$ cat src/rtl/cpu_pkg.sv
// Shared CPU types: control-unit operation codes and immediate formats.
// CSR-immediate codes sit after CU_ERROR so the base encoding stays stable.
package cpu_pkg;

    typedef enum logic [5:0] {
        CU_ADD, CU_SUB, CU_SLL, CU_SLT, CU_SLTU, CU_XOR, CU_SRL, CU_SRA, CU_OR, CU_AND,
        CU_ADDI, CU_SLTI, CU_SLTIU, CU_XORI, CU_ORI, CU_ANDI, CU_SLLI, CU_SRLI, CU_SRAI,
        CU_LB, CU_LH, CU_LW, CU_LBU, CU_LHU,
        CU_SB, CU_SH, CU_SW,
        CU_BEQ, CU_BNE, CU_BLT, CU_BGE, CU_BLTU, CU_BGEU,
        CU_LUI, CU_AUIPC, CU_JAL, CU_JALR,
        CU_ERROR,
        CU_CSRRWI, CU_CSRRSI, CU_CSRRCI
    } cuOPType;

    typedef enum logic [2:0] {
        FMT_R, FMT_I, FMT_S, FMT_B, FMT_U, FMT_J, FMT_Z, FMT_ERR
    } immFmtType;

endpackage

$ cat src/rtl/imm_decode.sv
// Combinational immediate extraction and sign/zero extension to XLEN.
// IMM_GEN_CSR_EN enables the CSR-immediate (Z) format.
module imm_decode
    import cpu_pkg::*;
#(
    parameter int XLEN = 32
) (
    input  logic [31:0]     instr,
    input  cuOPType         cu_op,
    output logic [XLEN-1:0] imm,
    output immFmtType       imm_fmt,
    output logic            err
);

    // 32-bit value already extended from the field MSB; widened to XLEN below.
    logic [31:0] raw;
    logic        unused_opcode;

    assign unused_opcode = ^instr[6:0];

    always_comb begin
        // NOTE: every output gets a default first so no path leaves a latch.
        raw     = '0;
        imm_fmt = FMT_ERR;
        err     = 1'b0;
        case (cu_op)
            CU_ADD, CU_SUB, CU_SLL, CU_SLT, CU_SLTU,
            CU_XOR, CU_SRL, CU_SRA, CU_OR, CU_AND: begin
                imm_fmt = FMT_R;
            end
            CU_SLLI, CU_SRLI, CU_SRAI: begin
                imm_fmt = FMT_I;
                raw     = {27'b0, instr[24:20]};
            end
            CU_ADDI, CU_SLTI, CU_SLTIU, CU_XORI, CU_ORI, CU_ANDI,
            CU_LB, CU_LH, CU_LW, CU_LBU, CU_LHU, CU_JALR: begin
                imm_fmt = FMT_I;
                raw     = {{20{instr[31]}}, instr[31:20]};
            end
            CU_SB, CU_SH, CU_SW: begin
                imm_fmt = FMT_S;
                raw     = {{20{instr[31]}}, instr[31:25], instr[11:7]};
            end
            CU_BEQ, CU_BNE, CU_BLT, CU_BGE, CU_BLTU, CU_BGEU: begin
                imm_fmt = FMT_B;
                raw     = {{19{instr[31]}}, instr[31], instr[7], instr[30:25], instr[11:8], 1'b0};
            end
            CU_LUI, CU_AUIPC: begin
                imm_fmt = FMT_U;
                raw     = {instr[31:12], 12'b0};
            end
            CU_JAL: begin
                imm_fmt = FMT_J;
                raw     = {{11{instr[31]}}, instr[31], instr[19:12], instr[20], instr[30:21], 1'b0};
            end
`ifdef IMM_GEN_CSR_EN
            CU_CSRRWI, CU_CSRRSI, CU_CSRRCI: begin
                imm_fmt = FMT_Z;
                raw     = {27'b0, instr[19:15]};
            end
`endif
            default: begin
                imm_fmt = FMT_ERR;
                err     = 1'b1;
            end
        endcase
    end

    assign imm = XLEN'(signed'(raw));

endmodule

$ cat src/rtl/imm_gen_stage.sv
// Immediate generation stage: decode at the write side, DEPTH-entry output buffer.
// Build option IMM_GEN_CSR_EN adds CSR-immediate decoding (format Z).
module imm_gen_stage
    import cpu_pkg::*;
#(
    parameter int XLEN  = 32,
    parameter int DEPTH = 2
) (
    input  logic            clk,
    input  logic            rst,
    input  logic            flush,
    input  logic            in_valid,
    output logic            in_ready,
    input  logic [31:0]     instr,
    input  cuOPType         cu_op,
    output logic            out_valid,
    input  logic            out_ready,
    output logic [XLEN-1:0] imm,
    output immFmtType       imm_fmt,
    output logic            err
);

    localparam int PTR_W = $clog2(DEPTH);
    localparam int CNT_W = $clog2(DEPTH + 1);

    logic [PTR_W-1:0] wr_ptr, rd_ptr;
    logic [CNT_W-1:0] count;

    logic [XLEN-1:0] dec_imm;
    immFmtType       dec_fmt;
    logic            dec_err;

    logic [XLEN-1:0] mem_imm [DEPTH];
    immFmtType       mem_fmt [DEPTH];
    logic            mem_err [DEPTH];

    logic push, pop;

    imm_decode #(.XLEN(XLEN)) u_decode (
        .instr   (instr),
        .cu_op   (cu_op),
        .imm     (dec_imm),
        .imm_fmt (dec_fmt),
        .err     (dec_err)
    );

    assign in_ready  = (count < CNT_W'(DEPTH));
    assign out_valid = (count != '0);
    assign push      = in_valid && in_ready && !flush;
    assign pop       = out_valid && out_ready && !flush;

    // NOTE: storage has no reset; count gates every read so stale data never escapes.
    always_ff @(posedge clk) begin
        if (push) begin
            mem_imm[wr_ptr] <= dec_imm;
            mem_fmt[wr_ptr] <= dec_fmt;
            mem_err[wr_ptr] <= dec_err;
        end
    end

    // NOTE: state registers use <= so every update sees the pre-edge values.
    always_ff @(posedge clk or posedge rst) begin
        if (rst) begin
            wr_ptr <= '0;
            rd_ptr <= '0;
            count  <= '0;
        end else if (flush) begin
            wr_ptr <= '0;
            rd_ptr <= '0;
            count  <= '0;
        end else begin
            if (push) wr_ptr <= wr_ptr + 1'b1;
            if (pop)  rd_ptr <= rd_ptr + 1'b1;
            case ({push, pop})
                2'b10:   count <= count + 1'b1;
                2'b01:   count <= count - 1'b1;
                default: count <= count;
            endcase
        end
    end

    assign imm     = out_valid ? mem_imm[rd_ptr] : '0;
    assign imm_fmt = out_valid ? mem_fmt[rd_ptr] : FMT_R;
    assign err     = out_valid ? mem_err[rd_ptr] : 1'b0;

endmodule

$ cat config.mk
export PLATFORM = sky130hd
export DESIGN_NAME = imm_gen_stage
export DESIGN_NICKNAME = d
export VERILOG_FILES = /design/src/rtl/cpu_pkg.sv /design/src/rtl/imm_decode.sv /design/src/rtl/imm_gen_stage.sv
export SDC_FILE = /design/constraint.sdc
export NUM_CORES = 1
export LEC_CHECK = 0
export ABC_AREA = 1
export CAP_MARGIN = 20
export CORE_MARGIN = 4
export CORE_UTILIZATION = 40
export DETAILED_ROUTE_END_ITERATION = 7
export HOLD_SLACK_MARGIN = 0.03
export PLACE_DENSITY = 0.68
export SYNTH_ARGS = -nofsm -noshare
export SYNTH_HDL_FRONTEND = slang
export SYNTH_SLANG_ARGS = --single-unit
$ cat constraint.sdc
create_clock -name clk -period 2.4 [get_ports clk]
set_input_delay 0.48 -clock clk [delete_from_list [all_inputs] [get_ports clk]]
set_output_delay 0.48 -clock clk [all_outputs]
set_load 0.02 [all_outputs]
Yosys cells after proc, flatten, opt, wreduce, memory -nomap -nowiden

Memory sizes are Yosys's and may differ from the RTL's.
Index checks and enable logic that the tools add are counted.

Register bits: 4
Bits in writable memories: 72
Input port bits: 43
Output and inout bits: 38
Word-level logic and storage cells: 81
Memories kept: 3

$add $sub $neg: 4
$lt $le $gt $ge: 1
Equality and inequality tests: 38
Multiplexer cells: 14
Reduce and logical (&&, ||, !) cells: 18

Memories:

| memory  | words | bits a word | read ports | clocked after memory_dff | write ports | RTL line            | source |
|---|---|---|---|---|---|---|---|
| mem_imm | 2     | 32          | 1          | 0                        | 1           | imm_gen_stage.sv:33 | `logic [XLEN-1:0] mem_imm [DEPTH];` |
| mem_fmt | 2     | 3           | 1          | 0                        | 1           | imm_gen_stage.sv:34 | `immFmtType mem_fmt [DEPTH];` |
| mem_err | 2     | 1           | 1          | 0                        | 1           | imm_gen_stage.sv:35 | `logic mem_err [DEPTH];` |

Operator list:

| kind                | number |
|---|---|
| $pmux 32 s6         | 1 |
| $eq 6x5->1 const B  | 16 |
| $eq 6x4->1 const B  | 8 |
| $reduce_or 37->1    | 1 |
| $mux 32             | 1 |
| $eq 6x6->1 const B  | 5 |
| $eq 6x3->1 const B  | 4 |
| $pmux 3 s6          | 1 |
| $reduce_or 15->1    | 1 |
| $eq 6x2->1 const B  | 2 |
| $reduce_or 12->1    | 1 |
| $reduce_or 10->1    | 1 |
| $mux 1              | 8 |
| $eq 6x1->1 const B  | 1 |
| $logic_not 6->1     | 1 |
| $reduce_bool 2->1   | 3 |
| $reduce_or 3->1     | 2 |
| $reduce_or 6->1     | 1 |
| $logic_and 1x1->1   | 4 |
| $pmux 2 s2          | 1 |
| $mux 3              | 1 |
| $reduce_bool 3->1   | 1 |
| $add 1x1->1 const B | 2 |
| $add 2x1->2 const B | 1 |
| other kinds (7)     | 7 |

Logic depth before layout (Yosys ltp)

Gate-level depths: netlist (run 1).

Depth after elaboration: 6
Mapped depth: 9
Depth with buffers taken out: 9

By module

A second synthesis (run 1) with hierarchy kept.

Cell total of the unflattened synthesis: 409
Area total of the unflattened synthesis: 3827.4 µm²

By module, submodules not included:

| module        | instances | cells each | area an instance (µm²) |
|---|---|---|---|
| imm_gen_stage | 1         | 234        | 2954.1 |
| imm_decode    | 1         | 175        | 873.3 |

Least setup slack after synthesis (run 1)

No wires, ideal clock.

Path type: reg-to-reg
Start point: register count[1]
End point: memory mem_err[0] (enable)
Arrival: 2.245 ns
Required time: 1.970 ns
Slack: -0.275 ns
Cell stages (with the launch flop): 4
Path buffers: 0
Clock period less this slack: 2.675 ns
Cells stage by stage: dfrtp_1 > inv_1 > nand3_1 > nor2_1

Word-level cells in the longest chain between the ends: 5

Ends and longest elaborated chain:

| item                           | RTL line            | source |
|---|---|---|
| from (decl)                    | imm_gen_stage.sv:27 | `logic [CNT_W-1:0] count;` |
| from (signal assigned)         | imm_gen_stage.sv:75 | `2'b10: count <= count + 1'b1;` |
| from (signal assigned)         | imm_gen_stage.sv:76 | `2'b01: count <= count - 1'b1;` |
| from (signal assigned)         | imm_gen_stage.sv:77 | `default: count <= count;` |
| $lt 2x2->1                     | imm_gen_stage.sv:47 | `assign in_ready = (count < CNT_W'(DEPTH));` |
| net in_ready                   | imm_gen_stage.sv:13 | `output logic in_ready,` |
| $logic_and 1x1->1 (2 in a row) | imm_gen_stage.sv:49 | `assign push = in_valid && in_ready && !flush;` |
| $mux 1                         | imm_gen_stage.sv:54 | `if (push) begin` |
| $mux 1 (implied by the code)   | imm_gen_stage.sv:57 | `mem_err[wr_ptr] <= dec_err;` |
| to (decl)                      | imm_gen_stage.sv:35 |  |

The timed path passes the listed nets, and every way through them passes these cells.

Worst setup path after layout (run 1)

Start point: register count[1]
End point: output out_valid

Word-level cells in the longest chain between the ends: 1

Ends and longest elaborated chain:

| item              | RTL line            | source |
|---|---|---|
| $reduce_bool 2->1 | imm_gen_stage.sv:48 | `assign out_valid = (count != '0);` |
| to (decl)         | imm_gen_stage.sv:16 | `output logic out_valid,` |

Every way passes these cells.

==> results of run 1 <==
## Yosys cell counts
library cell  count  area share, %
nand4_1           1           0.17
buf_6             5            1.5
o21bai_1          1           0.20
nand3b_1         10            2.0
nand2_2           4           0.66
nand2_1         141             14
o211ai_1          1           0.20
nand3b_2          1           0.30
nor2_4            1           0.30
clkbuf_1          5           0.50
edfxtp_1         72             57
o21ai_0          18            2.4
buf_2             5           0.66
nor2_1           24            2.4
nand3_1          35            4.6
inv_1            30            3.0
dfrtp_1           4            2.7
buf_1             3           0.30
nand3_2           2           0.53
nand2_4           1           0.30
nor2_2            1           0.17
inv_2             1          0.099
a21oi_1          44            5.8
## worst max-delay path: cells and delay by family (launching register included)
family	cells	cell delay (ns)
buffers and inverters	3	0.86
flip-flops	1	0.43
AND/OR/NAND/NOR	1	0.16
## where the power goes
group | internal, mW | switching (mW) | total, mW | leakage [nW]
clock network | 0.585 | 0.455 | 1.04 | 0.102
logic | 0.603 | 1.10 | 1.71 | 1.34
registers | 1.62 | 0.0497 | 1.67 | 0.723
total | 2.81 | 1.61 | 4.42 | 2.17
## cells by family after synthesis
family	share of synthesized area (%)
compound gates	8.62
flops	59.9
buf+inv	6.03
simple gates	25.4
## routing by layer
metal	track usage [%]	wire [um]	up-vias
met5	0	0	-
met4	5.53	108	0
met3	3.21	586	11
met2	28.7	4660	134
met1	21.2	3740	1465
li1	-	-	1530
## per-stage QoR
stage | std cells | util (%) | worst slack [ns] | instance area, um2
final | 603 | 53.0 | 0.122 | 4880
after CTS | 603 | 53.0 | 0.00300 | 4870
after global routing | 603 | 53.0 | 0.0384 | 4880
after global placement | 587 | 51.1 | 0.119 | 4700
after floorplan | 410 | - | -0.275 | 3780
after detailed placement | 587 | 51.1 | 0.0687 | 4700
## state kept, by name, indices dropped and copies added, names as in the netlist
signal   cells
mem_imm     64
mem_fmt      6
count        2
mem_err      2
rd_ptr       1
wr_ptr       1
## repair_timing
action | CTS | global route
pin swaps | 0 | 0
resized for setup | 34 | 2
setup buffers | 0 | 0
endpoints found under the setup margin | 34 | 2
gates cloned | 0 | 0
## worst paths after layout
path / from / endpoint / cells past startpoint
worst max-delay path: count[1] / out_valid / 4
worst min-delay path: rst / rd_ptr / 2
worst max register to register: count[1] / mem_imm[0][25] / 4
worst min register to register: count[0] / count[0] / 2
max in group asynchronous: rst / count[0] / 2
min in group clk: count[0] / count[0] / 2
## final cells by class
| type | count | share of cell area (%) |
|---|---|---|
| sequential | 76 | 46.4 |
| multi-input combinational | 285 | 26.7 |
| timing repair buffer | 84 | 17.2 |
| tap | 111 | 2.85 |
| clock buffer | 10 | 2.62 |
| inverter | 31 | 2.39 |
| clock inverter | 6 | 1.82 |
==> results by group, run 1 <==
Status
  – Status: finished clean

Drt
  – Post-route ant nets: 0
  – DRT Wirelength: between 9000 and 10000 um
  – Vias/cell: about 5.2
  – DRC Markers: 0
  – Pre-antenna DRT Iters: 5
  – DR WL/cell: 15.1 um
  – Iter 0 DRT Violations: around 200
  – Vias after detailed routing: approximately 3.1k

Placed design
  – Port bufs: 73
  – GPL Wtd Cong: about 0.89
  – Detailed placement HPWL: 6370 um

Worst setup path
  – Reg-to-reg setup timing slack: 0.83 ns
  – CP required: 1.92 ns
  – Startpoint Class: flop
  – Slowest CP cell: clkdlybuf4s50_1
  – CP endpoint kind: output port
  – Crit-path cells: nor2_2, buf_12, inv_1, clkdlybuf4s50_1
  – Max stage delay on crit path: approximately 0.54 ns
  – Worst EP arrival: ~1.8 ns
  – CP max FO: 38
  – Critical Setup Path Class: reg2out

STA
  – Fmax: about 440 MHz
  – Worst-margin pin slew: between 0.5 and 0.6 ns
  – Clock Skews: about 0.012 ns
  – Max_slew headroom: about two thirds
  – Pins Over Slew Limit: 0
  – RSZ-0062 raised after global routing: false
  – Minimum clock period: between 2 and 2.5 ns
  – Setup TNS: 0 ns
  – Worst hold slack: roughly 0.32 ns
  – Final period util: 94.9%
  – Endpoints failing hold: 0
  – Setup Viol. Count Final: 0

Logic synthesis
  – Register bit total from synthesis: between 70 and 80
  – Netlist cell types: 23
  – Syn nets: roughly 450
  – Cell Area, Synth: roughly 0.0038 mm2
  – Fraction of the yosys area taken by sequential cells: 59.9%
  – Syn Area/Cell: 9.21 um2
  – Cell count after synthesis: 410
  – Warnings from Yosys: 0

Cells and area
  – Fraction of layout cells with a size suffix above 1: around 8%
  – Most frequent cells in the layout: nand2_1 (141), edfxtp_1 (72), a21oi_1 (44), clkdlybuf4s50_1 (37), nand3_1 (35)
  – Seq. cell area: 0.00226 mm2
  – Nets: between 500 and 600
  – Ant. Diodes: 0
  – Area occupied by multi-input gates: between 0.001 and 0.0015 mm2
  – Layout area overhead: 29.1%
  – Fillers: approximately 840
  – Most common cell after layout, fill and taps aside: nand2_1

GRT
  – Largest net degree at the start of global routing: 39
  – Initial antenna violation count: 0
  – First-pass GRT wire length: 14700 um
  – Number of global-route vias before repair: between 3k and 4k
  – Grt total ovfl: 0
  – GR Util All Layers: between 10% and 20%

Clocking
  – Clock Latency Late Sink: approximately 0.35 ns
  – Num CTS Buffers: 9
  – Sink Count: 76
  – CTS tree: yes
  – Clock buffer depth: 2
  – H-tree levels: 3
  – Worst-path clk slew: approximately 0.07 ns
  – Post-CTS Hold Fix Bufs: 0
  – CTS root buffer: clkbuf_8

Pwr
  – VDD IR max: between 0.3 and 0.4 mV
  – Design Power: about 4.4 mW
  – Static leakage: 2.17 nW
  – PwrDens: ~900 mW/mm2

Floorplanning
  – I/O pins: between 80 and 90
  – Die height: 105 um
  – Core Rows: 35
  – Die area: 0.0111 mm2
  – Core Box Area: 0.00920 mm2
  – Chip Width: roughly 110 um
  – Initial Util: ~41%

Flow run
  – MaxCap Viol Count: 0

Min path
  – HP Class: in2async
Note: power is estimated with default switching activity, not from simulation.
==> run 2, diff against run 1 <==
Settings changed: CORE_UTILIZATION 40 to 46, PLACE_DENSITY 0.68 to 0.76.
==> results by group, run 2 (synthesis gave the netlist of run 1 again) <==
Cells and area
  – Post-Layout Cell Count: 594 (was 603)
  – Layout area overhead: 31.4% (was 29.1%)
  – Fillers: 621 (was 839)
  – Max reg flops: 64 (unchanged)
  – Core Util, Final: 63.2% (was 53.0%)
  – Fraction of layout cells with a size suffix above 1: 7.93% (was 8.13%)
  – Area occupied by multi-input gates: 0.00130 mm2 (unchanged)
  – Biggest regs: mem_imm: 64 flops, mem_fmt: 6 flops (unchanged)
  – Ant. Diodes: 0 (unchanged)
  – Most frequent cells in the layout: nand2_1 (141), edfxtp_1 (72), a21oi_1 (44), clkdlybuf4s50_1 (37), nand3_1 (35) (unchanged)
  – Most common cell after layout, fill and taps aside: nand2_1 (unchanged)
  – Nets: 531 (was 530)
  – Seq. cell area: 0.00226 mm2 (unchanged)
  – Top reg by flops: mem_imm (unchanged)
  – Post-route cell area: 0.00496 mm2 (was 0.00488 mm2)

STA
  – Fmax: 444 MHz (was 439 MHz)
  – Minimum clock period: 2.25 ns (was 2.28 ns)
  – Endpoints failing hold: 0 (unchanged)
  – Worst hold slack: 0.321 ns (was 0.320 ns)
  – Max_slew headroom: 65.8% (was 64.9%)
  – RSZ-0062 raised after global routing: false (unchanged)
  – Worst-margin pin slew: 0.507 ns (was 0.521 ns)
  – Final period util: 93.9% (was 94.9%)
  – Pins Over Slew Limit: 0 (unchanged)
  – Setup TNS: 0 ns (unchanged)
  – Setup Viol. Count Final: 0 (unchanged)
  – Clock Skews: 0.00449 ns (was 0.0118 ns)

Floorplanning
  – I/O pins: 81 (unchanged)
  – Chip Width: 98.6 um (was 105 um)
  – Initial Util: 48.1% (was 41.1%)
  – Die height: 98.6 um (was 105 um)
  – Core Rows: 32 (was 35)
  – Die area: 0.00972 mm2 (was 0.0111 mm2)
  – Core Box Area: 0.00785 mm2 (was 0.00920 mm2)

Pwr
  – VDD IR max: 0.395 mV (was 0.333 mV)
  – PwrDens: 902 mW/mm2 (was 906 mW/mm2)
  – Internal: 2.90 mW (was 2.81 mW)
  – Sequential share of power: 37.3% (was 37.8%)
  – Static leakage: 2.48 nW (was 2.17 nW)
  – Clock power frac: 22.5% (was 23.6%)
  – Logic pwr share: 40.3% (was 38.6%)
  – Switching part of the total: 35.2% (was 36.4%)
  – Switch Pwr: 1.58 mW (was 1.61 mW)

Clocking
  – CTS root buffer: clkbuf_8 (unchanged)
  – Clock Latency Late Sink: 0.34 ns (was 0.35 ns)
  – Clock buffer depth: 2 (unchanged)
  – CTS tree: yes (unchanged)
  – Sink Count: 76 (unchanged)
  – Post-CTS Hold Fix Bufs: 0 (unchanged)
  – H-tree levels: 3 (unchanged)
  – Num CTS Buffers: 9 (unchanged)
  – Worst-path clk slew: 0.07 ns (about the same)
  – Post-CTS Setup Inserts: 0 (unchanged)
  – CTS resizes: 7 (was 34)

GRT
  – Number of global-route vias before repair: 2967 (was 3051)
  – Grt total ovfl: 0 (unchanged)
  – Initial antenna violation count: 0 (unchanged)
  – First-pass GRT wire length: 14200 um (was 14700 um)
  – Largest net degree at the start of global routing: 39 (unchanged)
  – GR Util All Layers: 18.6% (was 16.7%)

Worst setup path
  – Worst r2r src: count[1] (unchanged)
  – CP required: 1.92 ns (about the same)
  – Crit. Startpoint: count[1] (unchanged)
  – Reg2Reg Depth: 8 (was 4)
  – Critical Path Sink: out_valid (unchanged)
  – CP max FO: 38 (unchanged)
  – Worst EP arrival: 1.77 ns (was 1.80 ns)
  – Reg-to-Reg End: count[0] (was mem_imm[0][25])
  – Startpoint Class: flop (unchanged)
  – Critical Setup Path Class: reg2out (unchanged)
  – CP endpoint kind: output port (unchanged)
  – Reg-to-reg setup timing slack: 0.94 ns (was 0.83 ns)

Flow run
  – MaxCap Viol Count: 0 (unchanged)

Placed design
  – GPL Wtd Cong: 0.967 (was 0.894)
  – Detailed placement HPWL: 6060 um (was 6370 um)
  – Placed Area: 0.00469 mm2 (was 0.00470 mm2)
  – Placed Cells: 579 (was 587)
  – Port bufs: 73 (unchanged)

Drt
  – Vias after detailed routing: 3156 (was 3140)
  – Vias/cell: 5.31 (was 5.21)
  – DRC Markers: 0 (unchanged)
  – DR WL/cell: 15.0 um (was 15.1 um)
  – DRT Wirelength: 8930 um (was 9100 um)
  – Pre-antenna DRT Iters: 4 (was 5)
  – Iter 0 DRT Violations: 184 (was 199)
  – Post-route ant nets: 0 (unchanged)

Min path
  – HP Class: in2async (unchanged)

Status
  – Status: finished clean (unchanged)
run 2: changes by cell type in the layout (fill, tap and decap cells not counted), sizes merged:
cell          previous run  this run
clkinvlp                 2         1
dlymetal6s2s             2        29
dlygate4sd2             34         7
buf                     11        12
clkinv                   2         3
clkbuf                  10         9
run 2: layout make-up:
class                      instances  share of cell area, %
clock buffer                       9                   2.50
tap                              102                   2.57
inverter                          31                   2.35
multi-input combinational        285                   26.3
timing repair buffer              85                   19.1
clock inverter                     6                   1.61
sequential                        76                   45.6
run 2: power groups by stage:
stage	clock network, mW	registers (mW)	logic, mW
2_1_floorplan	0	1.69	0.994
3_3_place_gp	0	1.69	1.87
3_5_place_dp	0	1.70	1.90
4_1_cts	1.02	1.67	1.87
5_1_grt	1.09	1.68	1.95
6_report	1.01	1.67	1.80
run 2: worst min-delay path by stage:
stage	start	to	slack, ns	cells after the start
after floorplan	rst	count[0]	0.25	1
final	rst	count[1]	0.32	2
after global placement	count[1]	count[1]	0.56	2
after detailed placement	count[1]	count[1]	0.58	2
after CTS	rst	count[1]	0.32	2
after global routing	rst	count[1]	0.34	2
run 2: per-stage QoR:
step,power (mW),worst slack [ns]
finish,4.48,0.146
global route,4.72,0.0692
CTS,4.56,0.000329
detailed placement,3.60,0.0683
global placement,3.56,0.131
floorplan,2.68,-0.275
run 2: routing by layer:
metal	wire, um	global-route usage (%)
met4	164	8.51
met5	0	0
met2	4520	31.7
met1	3570	23.2
met3	679	2.97
run 2: critical path, cell delays in order, from the launching register on:
cell             delay [ns]
dfrtp_1                0.42
nor2_2                 0.17
buf_12                 0.22
inv_1                  0.09
clkdlybuf4s50_1        0.54
==> run 3, diff against run 2 <==
Settings changed: HOLD_SLACK_MARGIN 0.03 to unset, SKIP_CTS_REPAIR_TIMING set to 1.
==> results by group, run 3 (synthesis gave the netlist of run 1 again) <==
Floorplanning
  – Core Box Area: 0.00785 mm2 (unchanged)
  – Chip Width: 98.6 um (unchanged)
  – Core Rows: 32 (unchanged)
  – Initial Util: 48.1% (unchanged)
  – I/O pins: 81 (unchanged)
  – Die height: 98.6 um (unchanged)
  – Die area: 0.00972 mm2 (unchanged)

Cells and area
  – Top reg by flops: mem_imm (unchanged)
  – Layout area overhead: 32.1% (was 31.4%)
  – Nets: 531 (unchanged)
  – Max reg flops: 64 (unchanged)
  – Most frequent cells in the layout: nand2_1 (141), edfxtp_1 (72), a21oi_1 (44), clkdlybuf4s50_1 (37), dlymetal6s2s_1 (36) (was nand2_1 (141), edfxtp_1 (72), a21oi_1 (44), clkdlybuf4s50_1 (37), nand3_1 (35))
  – Fraction of layout cells with a size suffix above 1: 7.93% (unchanged)
  – Most common cell after layout, fill and taps aside: nand2_1 (unchanged)
  – Fillers: 618 (was 621)
  – Ant. Diodes: 0 (unchanged)
  – Biggest regs: mem_imm: 64 flops, mem_fmt: 6 flops (unchanged)
  – Post-Layout Cell Count: 594 (unchanged)
  – Post-route cell area: 0.00499 mm2 (was 0.00496 mm2)

STA
  – Max_slew headroom: 65.7% (was 65.8%)
  – Fmax: 444 MHz (about the same)
  – Pins Over Slew Limit: 0 (unchanged)
  – Worst hold slack: 0.321 ns (about the same)
  – Worst-margin pin slew: 0.510 ns (was 0.507 ns)
  – Setup TNS: 0 ns (unchanged)
  – Setup ws final: 0.148 ns (was 0.146 ns)
  – Endpoints failing hold: 0 (unchanged)
  – Minimum clock period: 2.25 ns (about the same)
  – RSZ-0062 raised after global routing: false (unchanged)
  – Setup Viol. Count Final: 0 (unchanged)
  – Final period util: 93.9% (about the same)
  – Clock Skews: 0.00567 ns (was 0.00449 ns)

Worst setup path
  – CP max FO: 38 (unchanged)
  – Worst EP arrival: 1.77 ns (about the same)
  – Reg-to-reg setup timing slack: 0.94 ns (about the same)
  – CP required: 1.92 ns (about the same)
  – CP endpoint kind: output port (unchanged)
  – Critical Setup Path Class: reg2out (unchanged)
  – Startpoint Class: flop (unchanged)

GRT
  – Largest net degree at the start of global routing: 39 (unchanged)
  – First-pass GRT wire length: 14200 um (unchanged)
  – GR Util All Layers: 18.6% (unchanged)
  – Number of global-route vias before repair: 2967 (unchanged)
  – Grt total ovfl: 0 (unchanged)
  – Initial antenna violation count: 0 (unchanged)

Drt
  – Vias/cell: 5.30 (was 5.31)
  – DR WL/cell: 15.1 um (was 15.0 um)
  – Iter 0 DRT Violations: 172 (was 184)
  – DRT Wirelength: 8960 um (was 8930 um)
  – Post-route ant nets: 0 (unchanged)
  – Pre-antenna DRT Iters: 4 (unchanged)
  – Vias after detailed routing: 3147 (was 3156)
  – DRC Markers: 0 (unchanged)

Placed design
  – Placed Cells: 579 (unchanged)
  – Place WS: 0.0683 ns (unchanged)
  – Placed Area: 0.00469 mm2 (unchanged)
  – Detailed placement HPWL: 6060 um (unchanged)
  – Port bufs: 73 (unchanged)
  – GPL Wtd Cong: 0.967 (unchanged)

Pwr
  – Switch Pwr: 1.58 mW (about the same)
  – PwrDens: 904 mW/mm2 (was 902 mW/mm2)
  – Internal: 2.92 mW (was 2.90 mW)
  – Logic pwr share: 40.6% (was 40.3%)
  – Static leakage: 2.56 nW (was 2.48 nW)
  – VDD IR max: 0.395 mV (about the same)
  – Clock power frac: 22.4% (was 22.5%)
  – Switching part of the total: 35.1% (was 35.2%)
  – Sequential share of power: 37.0% (was 37.3%)

Clocking
  – Clock buffer depth: 2 (unchanged)
  – CTS tree: yes (unchanged)
  – H-tree levels: 3 (unchanged)
  – Clock Latency Late Sink: 0.34 ns (about the same)
  – CTS root buffer: clkbuf_8 (unchanged)
  – Sink Count: 76 (unchanged)
  – Num CTS Buffers: 9 (unchanged)
  – Worst-path clk slew: 0.07 ns (about the same)

Flow run
  – MaxCap Viol Count: 0 (unchanged)

Status
  – Status: finished clean (unchanged)

Min path
  – HP Class: in2async (unchanged)
## run 3: area by class of cell
class,count,area [um2],share of cell area [%]
Inverter,31,116,2.33
Sequential cell,76,2260,45.4
Multi-Input combinational cell,285,1300,26.1
Clock inverter,6,80.1,1.61
Clock buffer,9,124,2.48
Timing Repair Buffer,85,973,19.5
Tap cell,102,128,2.56
## run 3: metrics by stage
| stage | util, % | total power, mW |
|---|---|---|
| 6_report | 63.6 | 4.51 |
| 5_1_grt | 63.6 | 4.75 |
| 4_1_cts | 62.4 | 4.60 |
| 3_5_place_dp | 59.8 | 3.60 |
| 3_3_place_gp | 59.8 | 3.56 |
| 2_1_floorplan | - | 2.68 |
## run 3: path summary, 6_finish.rpt
path                                from        end  cells after the start
worst max-delay path            count[1]  out_valid                      4
worst min-delay path                 rst   count[1]                      2
worst max register to register  count[1]   count[0]                      8
worst min register to register  count[1]   count[1]                      2
max in group asynchronous            rst     rd_ptr                      2
min in group clk                count[1]   count[1]                      2
## run 3: metal layers
layer	track usage (%)	vias to the layer above	wire length [um]
met2	31.7	124	4550
met5	0	-	0
met4	8.51	0	175
li1	-	1536	-
met3	2.97	13	568
met1	23.2	1474	3670
## run 3: power groups by stage
stage,clock network (mW),registers [mW],logic [mW]
6_report,1.01,1.67,1.83
5_1_grt,1.09,1.68,1.98
4_1_cts,1.02,1.67,1.91
3_5_place_dp,0,1.70,1.90
3_3_place_gp,0,1.69,1.87
2_1_floorplan,0,1.69,0.994
## run 3: worst max-delay path: stages, from the launching register on
cell and delay (ns):
dfrtp_1 0.42, nor2_2 0.16, buf_12 0.22, inv_1 0.09
clkdlybuf4s50_1 0.54
